[src/rtl/decoder_3to8_pipe.sv]
// Registered 3-to-8 one-hot decoder with valid/ready handshake and a two-entry skid buffer.
// Optional accepted-code counter on acc_count when DECODER_STATS_EN is defined.
module decoder_3to8_pipe (
  input  logic       clk,
  input  logic       rst,
  input  logic [2:0] code,
  input  logic       in_valid,
  output logic       in_ready,
  output logic [7:0] y,
  output logic       out_valid,
  input  logic       out_ready
`ifdef DECODER_STATS_EN
  ,
  output logic [15:0] acc_count
`endif
);

  typedef enum logic [1:0] {
    ST_EMPTY = 2'd0,
    ST_ONE   = 2'd1,
    ST_FULL  = 2'd2
  } state_t;

  state_t     state_reg;
  logic [7:0] m_word_reg;
  logic [7:0] s_word_reg;
  logic       in_ready_reg;
  logic       out_valid_reg;
  logic [7:0] dec_word;
  logic       in_xfer;
  logic       out_xfer;

  generate
    for (genvar gi = 0; gi < 8; gi++) begin : g_dec
      assign dec_word[gi] = (code == 3'(gi));
    end
  endgenerate

  assign in_xfer  = in_valid && in_ready_reg;
  assign out_xfer = out_valid_reg && out_ready;

  // Words are stored already decoded; an invalid slot is kept at zero so y needs no gating.
  always_ff @(posedge clk) begin
    if (rst) begin
      state_reg     <= ST_EMPTY;
      m_word_reg    <= 8'h00;
      s_word_reg    <= 8'h00;
      in_ready_reg  <= 1'b1;
      out_valid_reg <= 1'b0;
    end else begin
      case (state_reg)
        ST_EMPTY: begin
          if (in_xfer) begin
            m_word_reg    <= dec_word;
            out_valid_reg <= 1'b1;
            state_reg     <= ST_ONE;
          end
        end
        ST_ONE: begin
          if (in_xfer && !out_xfer) begin
            s_word_reg   <= dec_word;
            in_ready_reg <= 1'b0;
            state_reg    <= ST_FULL;
          end else if (in_xfer && out_xfer) begin
            m_word_reg <= dec_word;
          end else if (out_xfer) begin
            m_word_reg    <= 8'h00;
            out_valid_reg <= 1'b0;
            state_reg     <= ST_EMPTY;
          end
        end
        ST_FULL: begin
          // in_ready is low here, so only the drain into M can happen.
          if (out_xfer) begin
            m_word_reg   <= s_word_reg;
            s_word_reg   <= 8'h00;
            in_ready_reg <= 1'b1;
            state_reg    <= ST_ONE;
          end
        end
        default: begin
          state_reg     <= ST_EMPTY;
          m_word_reg    <= 8'h00;
          s_word_reg    <= 8'h00;
          in_ready_reg  <= 1'b1;
          out_valid_reg <= 1'b0;
        end
      endcase
    end
  end

  assign in_ready  = in_ready_reg;
  assign out_valid = out_valid_reg;
  assign y         = m_word_reg;

`ifdef DECODER_STATS_EN
  logic [15:0] acc_count_reg;

  always_ff @(posedge clk) begin
    if (rst) begin
      acc_count_reg <= 16'h0000;
    end else if (in_xfer && (acc_count_reg != 16'hFFFF)) begin
      acc_count_reg <= acc_count_reg + 16'd1;
    end
  end

  assign acc_count = acc_count_reg;
`endif

endmodule

[config.mk]
export PLATFORM = sky130hd
export DESIGN_NAME = decoder_3to8_pipe
export DESIGN_NICKNAME = d
export VERILOG_FILES = /design/src/rtl/decoder_3to8_pipe.sv
export SDC_FILE = /design/constraint.sdc
export NUM_CORES = 1
export LEC_CHECK = 0
export CORE_MARGIN = 10
export CORE_UTILIZATION = 38
export DETAILED_ROUTE_END_ITERATION = 12
export DONT_BUFFER_PORTS = 1
export PLACE_DENSITY = 0.57
export SLEW_MARGIN = 20
export SYNTH_ARGS = -nofsm -noshare
export SYNTH_HDL_FRONTEND = slang
export SYNTH_SLANG_ARGS = --single-unit
[constraint.sdc]
create_clock -name clk -period 2.04 [get_ports clk]
set_input_delay 0.306 -clock clk [delete_from_list [all_inputs] [get_ports clk]]
set_output_delay 0.306 -clock clk [all_outputs]
set_load 0.02 [all_outputs]
==> results of run 1 <==
==> layer usage <==
metal / vias to the layer above / wire [um] / track usage
met3: 2 / 161 / 0.0381
met5: - / 0 / 0
met4: 0 / 23 / 0.0316
li1: 451 / - / -
met1: 414 / 1220 / 0.130
met2: 17 / 1120 / 0.142
==> layout by cell type (no fill, tap or decap), drive strengths merged, types with 3 or more instances in the layout <==
cell,n
a22o,7
or4,6
o21ai,11
nor2b,4
dfxtp,20
a22oi,8
a21o,3
nand2,7
nor2,3
clkbuf,3
nand2b,4
a21oi,11
o2bb2ai,8
==> path summary, 6_finish.rpt <==
path,end,slack (ps)
hold reg to reg,s_word_reg[2],480
hold / removal,state_reg[0],60
setup reg to reg,s_word_reg[1],380
setup / recovery,s_word_reg[1],380
==> metrics by stage <==
step / hold slack (ps) / utilization / instances / power, mW
final: 58.3 / 0.405 / 147 / 0.777
after global routing: 29.4 / 0.405 / 147 / 0.829
after CTS: 52.1 / 0.405 / 147 / 0.784
after detailed placement: 379 / 0.397 / 144 / 0.600
after global placement: 377 / 0.397 / 144 / 0.594
after floorplan: 385 / - / 117 / 0.579
==> Yosys cell counts, types with 2 or more instances <==
cell type,n,area (um^2)
sky130_fd_sc_hd__a21o_1,2,15.0
sky130_fd_sc_hd__a21oi_1,10,50.1
sky130_fd_sc_hd__a22o_1,7,61.3
sky130_fd_sc_hd__a22oi_1,8,60.1
sky130_fd_sc_hd__buf_6,2,22.5
sky130_fd_sc_hd__clkbuf_1,3,11.3
sky130_fd_sc_hd__dfxtp_1,20,400
sky130_fd_sc_hd__nand2_1,6,22.5
sky130_fd_sc_hd__nand2b_1,4,25.0
sky130_fd_sc_hd__nand3_1,2,10.0
sky130_fd_sc_hd__nor2_1,2,7.51
sky130_fd_sc_hd__nor2b_1,4,25.0
sky130_fd_sc_hd__nor3_1,2,10.0
sky130_fd_sc_hd__o21ai_0,11,55.1
sky130_fd_sc_hd__o2bb2ai_1,8,70.1
sky130_fd_sc_hd__or4_1,6,45.0
sky130_fd_sc_hd__or4b_1,2,20.0
==> cell families (layout without fill, tap and decap cells) <==
| group | after synthesis | after routing | synth area share |
|---|---|---|---|
| AO/OA/AOI/OAI | 51 | 51 | 0.338 |
| AND/OR/NAND/NOR | 38 | 38 | 0.234 |
| flip-flops | 20 | 20 | 0.376 |
| buffers and inverters | 7 | 6 | 0.0423 |
| multiplexers | 1 | 1 | 0.00941 |
==> critical path: stages (launching register included) <==
cell                      delay [ps]
sky130_fd_sc_hd__dfxtp_1         550
sky130_fd_sc_hd__and2_4          260
sky130_fd_sc_hd__nor2_4           80
sky130_fd_sc_hd__or4_1           540
sky130_fd_sc_hd__a21oi_1         160
==> layout make-up <==
cell class              count  area share
flip-flops and latches     20       0.364
repair buffers              2      0.0137
multi-input cells          90       0.563
well taps                  31      0.0353
clock buffers               3      0.0205
inverters                   1     0.00342
==> power by group through the flow <==
stage | clock, mW | sequential [mW] | combinational [mW]
finish | 0.185 | 0.439 | 0.153
floorplan | 0 | 0.436 | 0.143
global placement | 0 | 0.448 | 0.146
global route | 0.217 | 0.443 | 0.170
CTS | 0.192 | 0.440 | 0.153
detailed placement | 0 | 0.449 | 0.152
==> impl_table.tex, run 1 <==
\begin{tabular}{lr}
\hline
Metric & Value \\
\hline
\multicolumn{2}{l}{\textbf{Floorplan}} \\
Initial cell density of the core & 0.392 \\
Count of standard-cell rows & 19 \\
Top-Level Pins & 17 \\
Area of the placeable core & $\sim$0.0027 mm\^{}2 \\
Die W & $\sim$73 um \\
Die footprint & 0.00532 mm\^{}2 \\
DIE HEIGHT & $\sim$73 um \\
\multicolumn{2}{l}{\textbf{Route}} \\
Drt via density & 6.01 \\
DR vias & 884 \\
Drt initial violations & 19 \\
Detail-routed net length per standard cell & 17.2 um \\
Aggregate routed wire length & 2.53 mm \\
Count of TritonRoute iterations in the first routing pass & 4 \\
Final routed DRC violation total & 0 \\
Detail Route Antenna Nets & 0 \\
\multicolumn{2}{l}{\textbf{Synthesis}} \\
Total of warnings raised by yosys & 0 \\
Number of synthesized flops with an enable pin & 0 \\
Gate count after technology mapping & 117 \\
Async set-or-reset flop fraction in the synthesized netlist & 0 \\
Post-synthesis sequential area ratio & 0.376 \\
Netlist Area Pre-Place & 0.00106 mm\^{}2 \\
Number of distinct library cells after synthesis & 35 \\
Most common flop cell mapped by yosys & sky130\_fd\_sc\_hd\_\_dfxtp\_1 \\
Synthesized flop and latch total & 20 \\
Post-synthesis area per instance & between 9 and 10 um\^{}2 \\
Syn\_nets & 124 \\
\multicolumn{2}{l}{\textbf{GRT}} \\
Via count of the first global-routing pass & 828 \\
Global-route wire length before repair & between 4 and 5 mm \\
Pin count of the biggest net entering global routing & 17 \\
Total grt overflow & 0 \\
GRT Overall Usage & 0.0982 \\
Initial antenna violation count & 0 \\
\multicolumn{2}{l}{\textbf{Worst setup path}} \\
Critical setup path kind & reg -> reg \\
Nature of the critical path endpoint & register \\
Req. time, crit path & 2270 ps \\
Reg2reg path depth & 4 \\
Data arrival time of the critical path & between 1500 and 2000 ps \\
Worst Path Max Fanout & 16 \\
Crit path launch & out\_valid \\
R2r startpoint & out\_valid \\
Launching element type of the critical path & register \\
\multicolumn{2}{l}{\textbf{Min path}} \\
Start point of the worst hold path & rst \\
Hold Path Stages & 1 \\
Path class of the lowest-slack min-delay path & in -> reg \\
\multicolumn{2}{l}{\textbf{Final layout}} \\
Layout Area Growth over Synthesis & 3.29\% \\
Count of antenna diodes in the layout & 0 \\
Fraction of final layout cells sized beyond drive strength 1 & 0.103 \\
Layout filler cell count & 289 \\
Storage element area & around 400 um\^{}2 \\
Total area of multi-input combinational cells & approximately 620 um\^{}2 \\
Number of nets in the final layout & between 100 and 150 \\
Design area & between 0.001 and 0.0015 mm\^{}2 \\
\multicolumn{2}{l}{\textbf{Clock tree}} \\
Resize count post-CTS & 0 \\
TritonCTS Buffers & 3 \\
Clock-pin slew of the registers on the worst-case setup and hold paths & 110 ps \\
Insertion delay to the later sink of the worst-skew pair & roughly 300 ps \\
Buffer depth of the longest clock path & 2 \\
Clock tree from TritonCTS & done \\
Clock sink count & 20 \\
Clock tree root buffer cell & sky130\_fd\_sc\_hd\_\_clkbuf\_4 \\
Post-CTS Setup Inserts & 0 \\
Deepest level of the CTS H-tree & 1 \\
Hold buffer count at CTS & 0 \\
\multicolumn{2}{l}{\textbf{Timing}} \\
Final setup TNS & 0 ps \\
Achievable Freq & 604 MHz \\
Post-route minimum period & around 1700 ps \\
Number of hold-slack violations in the final timing report & 0 \\
Final worst slack & 383 ps \\
Period Utilization, post-route & 0.812 \\
Number of max-slew violations in the final report & 0 \\
Layout Skew & 8.50 ps \\
Final setup viols & 0 \\
Unrepaired setup endpoints after global routing & no \\
Max\_slew headroom & 0.679 \\
Transition time at the pin with the least slew margin & 478 ps \\
\multicolumn{2}{l}{\textbf{Placed design}} \\
Standard cell area after detailed placement & 0.00108 mm\^{}2 \\
Routability congestion estimate from global placement & 0.828 \\
Pre-CTS WS & 402 ps \\
Final HPWL DP & 1.86 mm \\
PortBufs & 0 \\
\multicolumn{2}{l}{\textbf{Flow run}} \\
Max-cap violations & 0 \\
\multicolumn{2}{l}{\textbf{Power and ir drop}} \\
Logic gate share of total power & 0.197 \\
Share of total power consumed by net switching & 0.315 \\
Power density of the placed cells & 707 mW/mm\^{}2 \\
P\_leak & 0.359 nW \\
Worst ir drop on vdd & 0.000411 V \\
Clock share of power & 0.238 \\
P\_int & 532 uW \\
Sequential fraction of design power & 0.565 \\
P\_sw & 245 uW \\
\multicolumn{2}{l}{\textbf{Outcome}} \\
Outcome & complete, no violations \\
\hline
\end{tabular}
No activity file was read; power rests on OpenSTA's default activity.
==> run 2: changes to the inputs <==
Settings changed: PLACE_DENSITY 0.57 to 0.59.
Clock period 2.04 ns to 1.5 ns, I/O delays scaled along.
==> run 2 against run 1 <==
- the run now ends with negative setup slack left
- sequential cell count is the same
- clock skew up 0.63 ps
- maximum frequency is 9.2% higher
- die area is the same
- count of clock-buffer cells in the layout unchanged
- sequential share of layout area decreased by 4.9 points
- first-iteration DRC count increased to 2.5 times the previous value
- cell count increased by 8.8%
- combinational power rose by 98%
- worst hold slack worse by 31 ps
==> impl_table.tex, run 2 (synthesis results as in run 1) <==
\begin{tabular}{lr}
\hline
Metric & Value \\
\hline
\multicolumn{2}{l}{\textbf{Power and ir drop}} \\
P\_int & 958 uW (+80\%) \\
Logic gate share of total power & 0.228 (+0.031) \\
Clock share of power & 0.332 (+0.094) \\
Share of total power consumed by net switching & 0.281 (-0.0336) \\
Power Total & 1.33 mW (+72\%) \\
Sequential fraction of design power & 0.441 (-0.124) \\
P\_sw & 375 uW (+53\%) \\
Worst ir drop on vdd & 0.000710 V (+73\%) \\
P\_leak & 0.456 nW (+27\%) \\
Power density of the placed cells & 1030 mW/mm\^{}2 (+45\%) \\
\multicolumn{2}{l}{\textbf{Final layout}} \\
Fraction of final layout cells sized beyond drive strength 1 & 0.318 (+0.214) \\
Layout Area Growth over Synthesis & 22.1\% \\
Layout filler cell count & 258 (-11\%) \\
Number of cells in the finished layout apart from fillers & 160 (+8.8\%) \\
Count of antenna diodes in the layout & 0 (unchanged) \\
Commonest cells after routing, fill and taps aside & sky130\_fd\_sc\_hd\_\_dfxtp\_1 (17), sky130\_fd\_sc\_hd\_\_buf\_4 (12), sky130\_fd\_sc\_hd\_\_o21ai\_0 (10), sky130\_fd\_sc\_hd\_\_a22oi\_1 (8), sky130\_fd\_sc\_hd\_\_a21oi\_1 (8) \\
Number of nets in the final layout & 137 (+9.6\%) \\
Most common cell after layout, fill and taps aside & sky130\_fd\_sc\_hd\_\_dfxtp\_1 \\
Total area of multi-input combinational cells & 683 um\^{}2 (+11\%) \\
Final standard cell utilization of the core & 0.479 (+0.0739) \\
Design area & 0.00130 mm\^{}2 (+18\%) \\
Storage element area & 409 um\^{}2 (+2.2\%) \\
\multicolumn{2}{l}{\textbf{Route}} \\
Aggregate routed wire length & 2.70 mm (+6.7\%) \\
Count of TritonRoute iterations in the first routing pass & 5 (+1) \\
Detail-routed net length per standard cell & 16.8 um (-2.0\%) \\
Detail Route Antenna Nets & 0 (unchanged) \\
Drt via density & 6.02 (about the same) \\
DR vias & 963 (+8.9\%) \\
Drt initial violations & 48 (+29) \\
Final routed DRC violation total & 0 (unchanged) \\
\multicolumn{2}{l}{\textbf{GRT}} \\
Met2 routing resource usage after global routing & 0.165 (+0.0231) \\
Via count of the first global-routing pass & 868 (+4.8\%) \\
Pin count of the biggest net entering global routing & 17 (unchanged) \\
GR Util met1 & 0.128 (-0.00156) \\
GRT Overall Usage & 0.105 (+0.00717) \\
Met3 global-route usage & 0.0354 (-0.00272) \\
Global-route wire length before repair & 4.46 mm (+6.6\%) \\
Initial antenna violation count & 0 (unchanged) \\
Busiest metal layer after global routing & met2 \\
Total grt overflow & 0 (unchanged) \\
\multicolumn{2}{l}{\textbf{Timing}} \\
Layout Skew & 9.12 ps (+0.629 ps) \\
Final setup TNS & -16.9 ps (-16.9 ps) \\
Period Utilization, post-route & 1.01 (+0.199) \\
Final Hold Slack & 27.6 ps (-30.7 ps) \\
Achievable Freq & 659 MHz (+9.2\%) \\
Final worst slack & -16.9 ps (-400 ps) \\
Number of max-slew violations in the final report & 0 (unchanged) \\
Final setup viols & 1 (+1) \\
Unrepaired setup endpoints after global routing & yes \\
Number of hold-slack violations in the final timing report & 0 (unchanged) \\
Transition time at the pin with the least slew margin & 480 ps (+2.46 ps) \\
Max\_slew headroom & 0.679 (about the same) \\
Post-route minimum period & 1520 ps (-140 ps) \\
\multicolumn{2}{l}{\textbf{Worst setup path}} \\
Data arrival time of the critical path & 1760 ps (-120 ps) \\
Req. time, crit path & 1750 ps (-520 ps) \\
Nature of the critical path endpoint & register \\
FF-to-FF setup slack & -20 ps (-400 ps) \\
Launching element type of the critical path & register \\
R2r startpoint & state\_reg[1] \\
Worst Path Max Fanout & 7 (-9) \\
Crit path launch & state\_reg[1] \\
Reg2reg path depth & 5 (+1) \\
RR Endpoint & s\_word\_reg[2] \\
Critical setup path kind & reg -> reg \\
\multicolumn{2}{l}{\textbf{Placed design}} \\
Final HPWL DP & 1.92 mm (+2.9\%) \\
PortBufs & 0 (unchanged) \\
Routability congestion estimate from global placement & 0.805 (-2.8\%) \\
Pre-CTS WS & 7.90 ps (-394 ps) \\
Standard cell area after detailed placement & 0.00115 mm\^{}2 (+7.2\%) \\
Placed Cells & 154 (+6.9\%) \\
\multicolumn{2}{l}{\textbf{Floorplan}} \\
Top-Level Pins & 17 (unchanged) \\
Die W & 72.9 um (unchanged) \\
Die footprint & 0.00532 mm\^{}2 (unchanged) \\
DIE HEIGHT & 72.9 um (unchanged) \\
Area of the placeable core & 0.00271 mm\^{}2 (unchanged) \\
Initial cell density of the core & 0.392 (unchanged) \\
Count of standard-cell rows & 19 (unchanged) \\
\multicolumn{2}{l}{\textbf{Clock tree}} \\
Clock sink count & 20 (unchanged) \\
Clock-pin slew of the registers on the worst-case setup and hold paths & 120 ps (about the same) \\
TritonCTS Buffers & 3 (unchanged) \\
Insertion delay to the later sink of the worst-skew pair & 300 ps (about the same) \\
Deepest level of the CTS H-tree & 1 (unchanged) \\
Clock tree from TritonCTS & done \\
Clock tree root buffer cell & sky130\_fd\_sc\_hd\_\_clkbuf\_4 \\
Buffer depth of the longest clock path & 2 (unchanged) \\
\multicolumn{2}{l}{\textbf{Min path}} \\
Hold Path Stages & 1 (unchanged) \\
Start point of the worst hold path & rst \\
Hold Path Sink & in\_ready \\
Path class of the lowest-slack min-delay path & in -> reg \\
\multicolumn{2}{l}{\textbf{Outcome}} \\
Violations in the final reports & negative setup slack \\
Outcome & complete, but fails checks \\
\multicolumn{2}{l}{\textbf{Flow run}} \\
Max-cap violations & 0 (unchanged) \\
\hline
\end{tabular}
## run 2: changes by cell type in the layout (fill, tap and decap cells not counted), sizes merged
cell | previous run | this run
buf | 2 | 13
bufinv | 0 | 1
dlygate4sd3 | 0 | 1
## run 2: cell type report
type                    instances  share of cell area
clock buffers                   3              0.0173
multi-input cells              90               0.526
repair buffers                 14              0.0857
clock inverters                 1              0.0231
inverters                       1             0.00289
well taps                      31              0.0299
flip-flops and latches         20               0.315
## run 2: power groups by stage
stage	combinational (mW)	clock (mW)	sequential, mW
2_1_floorplan	0.194	0	0.595
3_3_place_gp	0.258	0	0.597
3_5_place_dp	0.262	0	0.597
4_1_cts	0.270	0.459	0.586
5_1_grt	0.335	0.488	0.593
6_report	0.303	0.442	0.588
## run 2: how the worst max path moves through the flow
stage / end / slack, ps / cells past startpoint
2_1_floorplan: s_word_reg[5] / 50 / 5
3_3_place_gp: s_word_reg[2] / 40 / 5
3_5_place_dp: y[2] / 8 / 4
4_1_cts: s_word_reg[2] / 3 / 5
5_1_grt: y[7] / -50 / 4
6_report: s_word_reg[2] / -20 / 5
## run 2: timing repair
action / CTS / global route
endpoints found under the hold margin: 11 / 0
pin swaps: 1 / 5
setup buffers: 0 / 1
endpoints found under the setup margin: 10 / 14
resized for setup: 1 / 19
hold buffers: 1 / 0
## run 2: worst max-delay path, stage by stage (launching register included)
cell	delay [ps]
sky130_fd_sc_hd__dfxtp_4	380
sky130_fd_sc_hd__buf_6	110
sky130_fd_sc_hd__and2b_2	250
sky130_fd_sc_hd__nand2_2	80
sky130_fd_sc_hd__or4b_4	520
sky130_fd_sc_hd__a21oi_2	120
## run 2: layer usage
metal	up-vias	part of all wire
li1	476	-
met1	455	0.43
met2	30	0.48
met3	2	0.084
met4	0	0.0063
met5	-	0
==> run 3: changes to the inputs <==
Settings changed: PLACE_DENSITY 0.59 to 0.63.
==> run 3 against run 2 <==
- the flow now finishes without violations
- non-clock buffer count unchanged
- die area is the same
- power fell by 9.3%
- maximum frequency grew 4.5%
- sequential cell count did not move
- critical path depth unchanged
- worst setup slack gained 66 ps
- sequential power about the same
- register-to-register slack improved by 70 ps
- core utilization decreased by 1.2 points
- critical path type unchanged
- critical endpoint is now s_word_reg[0]
- highest routed layer unchanged
==> impl_table.tex, run 3 (synthesis results as in run 1) <==
\begin{tabular}{lr}
\hline
Metric & Value \\
\hline
\multicolumn{2}{l}{\textbf{GRT}} \\
GRT Overall Usage & 0.0977 (-0.00772) \\
Via count of the first global-routing pass & 901 (+3.8\%) \\
Global-route wire length before repair & 4.22 mm (-5.3\%) \\
Total grt overflow & 0 (unchanged) \\
Initial antenna violation count & 0 (unchanged) \\
Pin count of the biggest net entering global routing & 17 (unchanged) \\
\multicolumn{2}{l}{\textbf{Timing}} \\
Final setup TNS & 0 ps (+16.9 ps) \\
Achievable Freq & 689 MHz (+4.5\%) \\
Max\_slew headroom & 0.660 (-0.0194) \\
Layout Skew & 3.41 ps (-5.71 ps) \\
Final worst slack & 48.9 ps (+65.8 ps) \\
Period Utilization, post-route & 0.967 (-0.0439) \\
Transition time at the pin with the least slew margin & 509 ps (+28.6 ps) \\
Unrepaired setup endpoints after global routing & yes \\
Final Hold Slack & 20.0 ps (-7.59 ps) \\
Number of hold-slack violations in the final timing report & 0 (unchanged) \\
Number of max-slew violations in the final report & 0 (unchanged) \\
Final setup viols & 0 (-1) \\
Post-route minimum period & 1450 ps (-65.8 ps) \\
\multicolumn{2}{l}{\textbf{Worst setup path}} \\
R2r startpoint & out\_valid \\
Count of buffer and inverter cells on the critical path & 1 (unchanged) \\
Critical path, cell by cell & nand2\_2 -> a31oi\_2 -> buf\_4 -> or4b\_1 -> a21oi\_1 \\
Critical Path Max Stage Delay & 500 ps (-20 ps) \\
FF-to-FF setup slack & 50 ps (+70 ps) \\
Standard cell with the maximum stage delay on the critical path & sky130\_fd\_sc\_hd\_\_or4b\_1 \\
Critical setup path kind & reg -> reg \\
Worst Path Max Fanout & 8 (+1) \\
Nature of the critical path endpoint & register \\
RR Endpoint & s\_word\_reg[0] \\
Data arrival time of the critical path & 1690 ps (-70 ps) \\
Launching element type of the critical path & register \\
Req. time, crit path & 1740 ps (about the same) \\
Reg2reg path depth & 5 (unchanged) \\
Kind of cell with the highest combined delay on the critical path & simple AND/OR/NAND/NOR gates \\
\multicolumn{2}{l}{\textbf{Placed design}} \\
Final HPWL DP & 1.89 mm (-1.4\%) \\
Routability congestion estimate from global placement & 0.854 (+6.0\%) \\
Pre-CTS WS & -51.6 ps (-59.5 ps) \\
PortBufs & 0 (unchanged) \\
\multicolumn{2}{l}{\textbf{Clock tree}} \\
Clock sink count & 20 (unchanged) \\
Clock tree from TritonCTS & done \\
Insertion delay to the later sink of the worst-skew pair & 300 ps (about the same) \\
Clock-pin slew of the registers on the worst-case setup and hold paths & 110 ps (about the same) \\
Deepest level of the CTS H-tree & 1 (unchanged) \\
TritonCTS Buffers & 3 (unchanged) \\
Buffer depth of the longest clock path & 2 (unchanged) \\
Clock tree root buffer cell & sky130\_fd\_sc\_hd\_\_clkbuf\_4 \\
\multicolumn{2}{l}{\textbf{Min path}} \\
Hold Path Stages & 1 (unchanged) \\
Start point of the worst hold path & rst \\
Hold Path Sink & in\_ready \\
Path class of the lowest-slack min-delay path & in -> reg \\
\multicolumn{2}{l}{\textbf{Floorplan}} \\
Area of the placeable core & 0.00271 mm\^{}2 (unchanged) \\
Count of standard-cell rows & 19 (unchanged) \\
DIE HEIGHT & 72.9 um (unchanged) \\
Initial cell density of the core & 0.392 (unchanged) \\
Die W & 72.9 um (unchanged) \\
Top-Level Pins & 17 (unchanged) \\
Die footprint & 0.00532 mm\^{}2 (unchanged) \\
\multicolumn{2}{l}{\textbf{Route}} \\
Detail Route Antenna Nets & 0 (unchanged) \\
Detail-routed net length per standard cell & 17.1 um (+1.4\%) \\
Final routed DRC violation total & 0 (unchanged) \\
Count of TritonRoute iterations in the first routing pass & 4 (-1) \\
Drt initial violations & 77 (+60\%) \\
Aggregate routed wire length & 2.73 mm (+1.4\%) \\
DR vias & 993 (+3.1\%) \\
Drt via density & 6.21 (+3.1\%) \\
\multicolumn{2}{l}{\textbf{Power and ir drop}} \\
Power density of the placed cells & 956 mW/mm\^{}2 (-7.0\%) \\
Worst ir drop on vdd & 0.000662 V (-6.8\%) \\
P\_leak & 0.439 nW (-3.8\%) \\
\multicolumn{2}{l}{\textbf{Final layout}} \\
Layout Area Growth over Synthesis & 19.1\% \\
Layout filler cell count & 276 (+7.0\%) \\
Fraction of final layout cells sized beyond drive strength 1 & 0.271 (-0.0465) \\
Count of antenna diodes in the layout & 0 (unchanged) \\
Most common cell after layout, fill and taps aside & sky130\_fd\_sc\_hd\_\_dfxtp\_1 \\
Number of nets in the final layout & 137 (unchanged) \\
Commonest cells after routing, fill and taps aside & sky130\_fd\_sc\_hd\_\_dfxtp\_1 (17), sky130\_fd\_sc\_hd\_\_o21ai\_0 (11), sky130\_fd\_sc\_hd\_\_buf\_4 (11) \\
Final standard cell utilization of the core & 0.467 (-0.0120) \\
\multicolumn{2}{l}{\textbf{Outcome}} \\
Outcome & complete, no violations \\
\multicolumn{2}{l}{\textbf{Flow run}} \\
Max-cap violations & 0 (unchanged) \\
\hline
\end{tabular}
[run 3: timing repair]
action                                  CTS  global route
cloned                                    0             1
pin swaps                                 0             6
buffers inserted                          0             2
resized for setup                         1            14
endpoints found under the setup margin    8             9
hold buffers                              1             0
hold endpoints to repair                 11             0
[run 3: metal layers]
metal  vias up  track usage  wire [um]  share of wire
met5         -            0          0              0
met1       486        0.119       1280           0.47
met4         0       0.0359         25         0.0092
li1        481            -          -              -
met3         4       0.0395        169          0.062
met2        22        0.150       1250           0.46
[run 3: area by class of cell]
class | count | area [um^2] | share of cell area
multi-input combinational | 90 | 669 | 0.529
sequential | 20 | 409 | 0.323
timing repair buffer | 14 | 109 | 0.0860
tap | 31 | 38.8 | 0.0306
clock buffer | 4 | 36.3 | 0.0287
inverter | 1 | 3.75 | 0.00296
[run 3: how the worst max path moves through the flow]
stage / end / depth (start not counted) / startpoint
detailed placement: y[3] / 4 / state_reg[1]
CTS: y[3] / 4 / state_reg[1]
global placement: y[0] / 4 / state_reg[1]
global route: y[6] / 4 / state_reg[1]
finish: s_word_reg[0] / 5 / out_valid
floorplan: s_word_reg[5] / 5 / out_valid
[run 3: stage by stage]
step | power, mW | instances | instance area, um^2
final | 1.21 | 160 | 1270
after global routing | 1.28 | 160 | 1270
after CTS | 1.18 | 157 | 1190
after detailed placement | 0.849 | 152 | 1140
after global placement | 0.847 | 152 | 1140
after floorplan | 0.789 | 117 | 1070
[run 3: report_power, final]
| group | switching (mW) | total, mW | internal, mW |
|---|---|---|---|
| clock | 0.168 | 0.316 | 0.148 |
| combinational | 0.172 | 0.306 | 0.134 |
| sequential | 0.0343 | 0.588 | 0.553 |
| total | 0.375 | 1.21 | 0.835 |
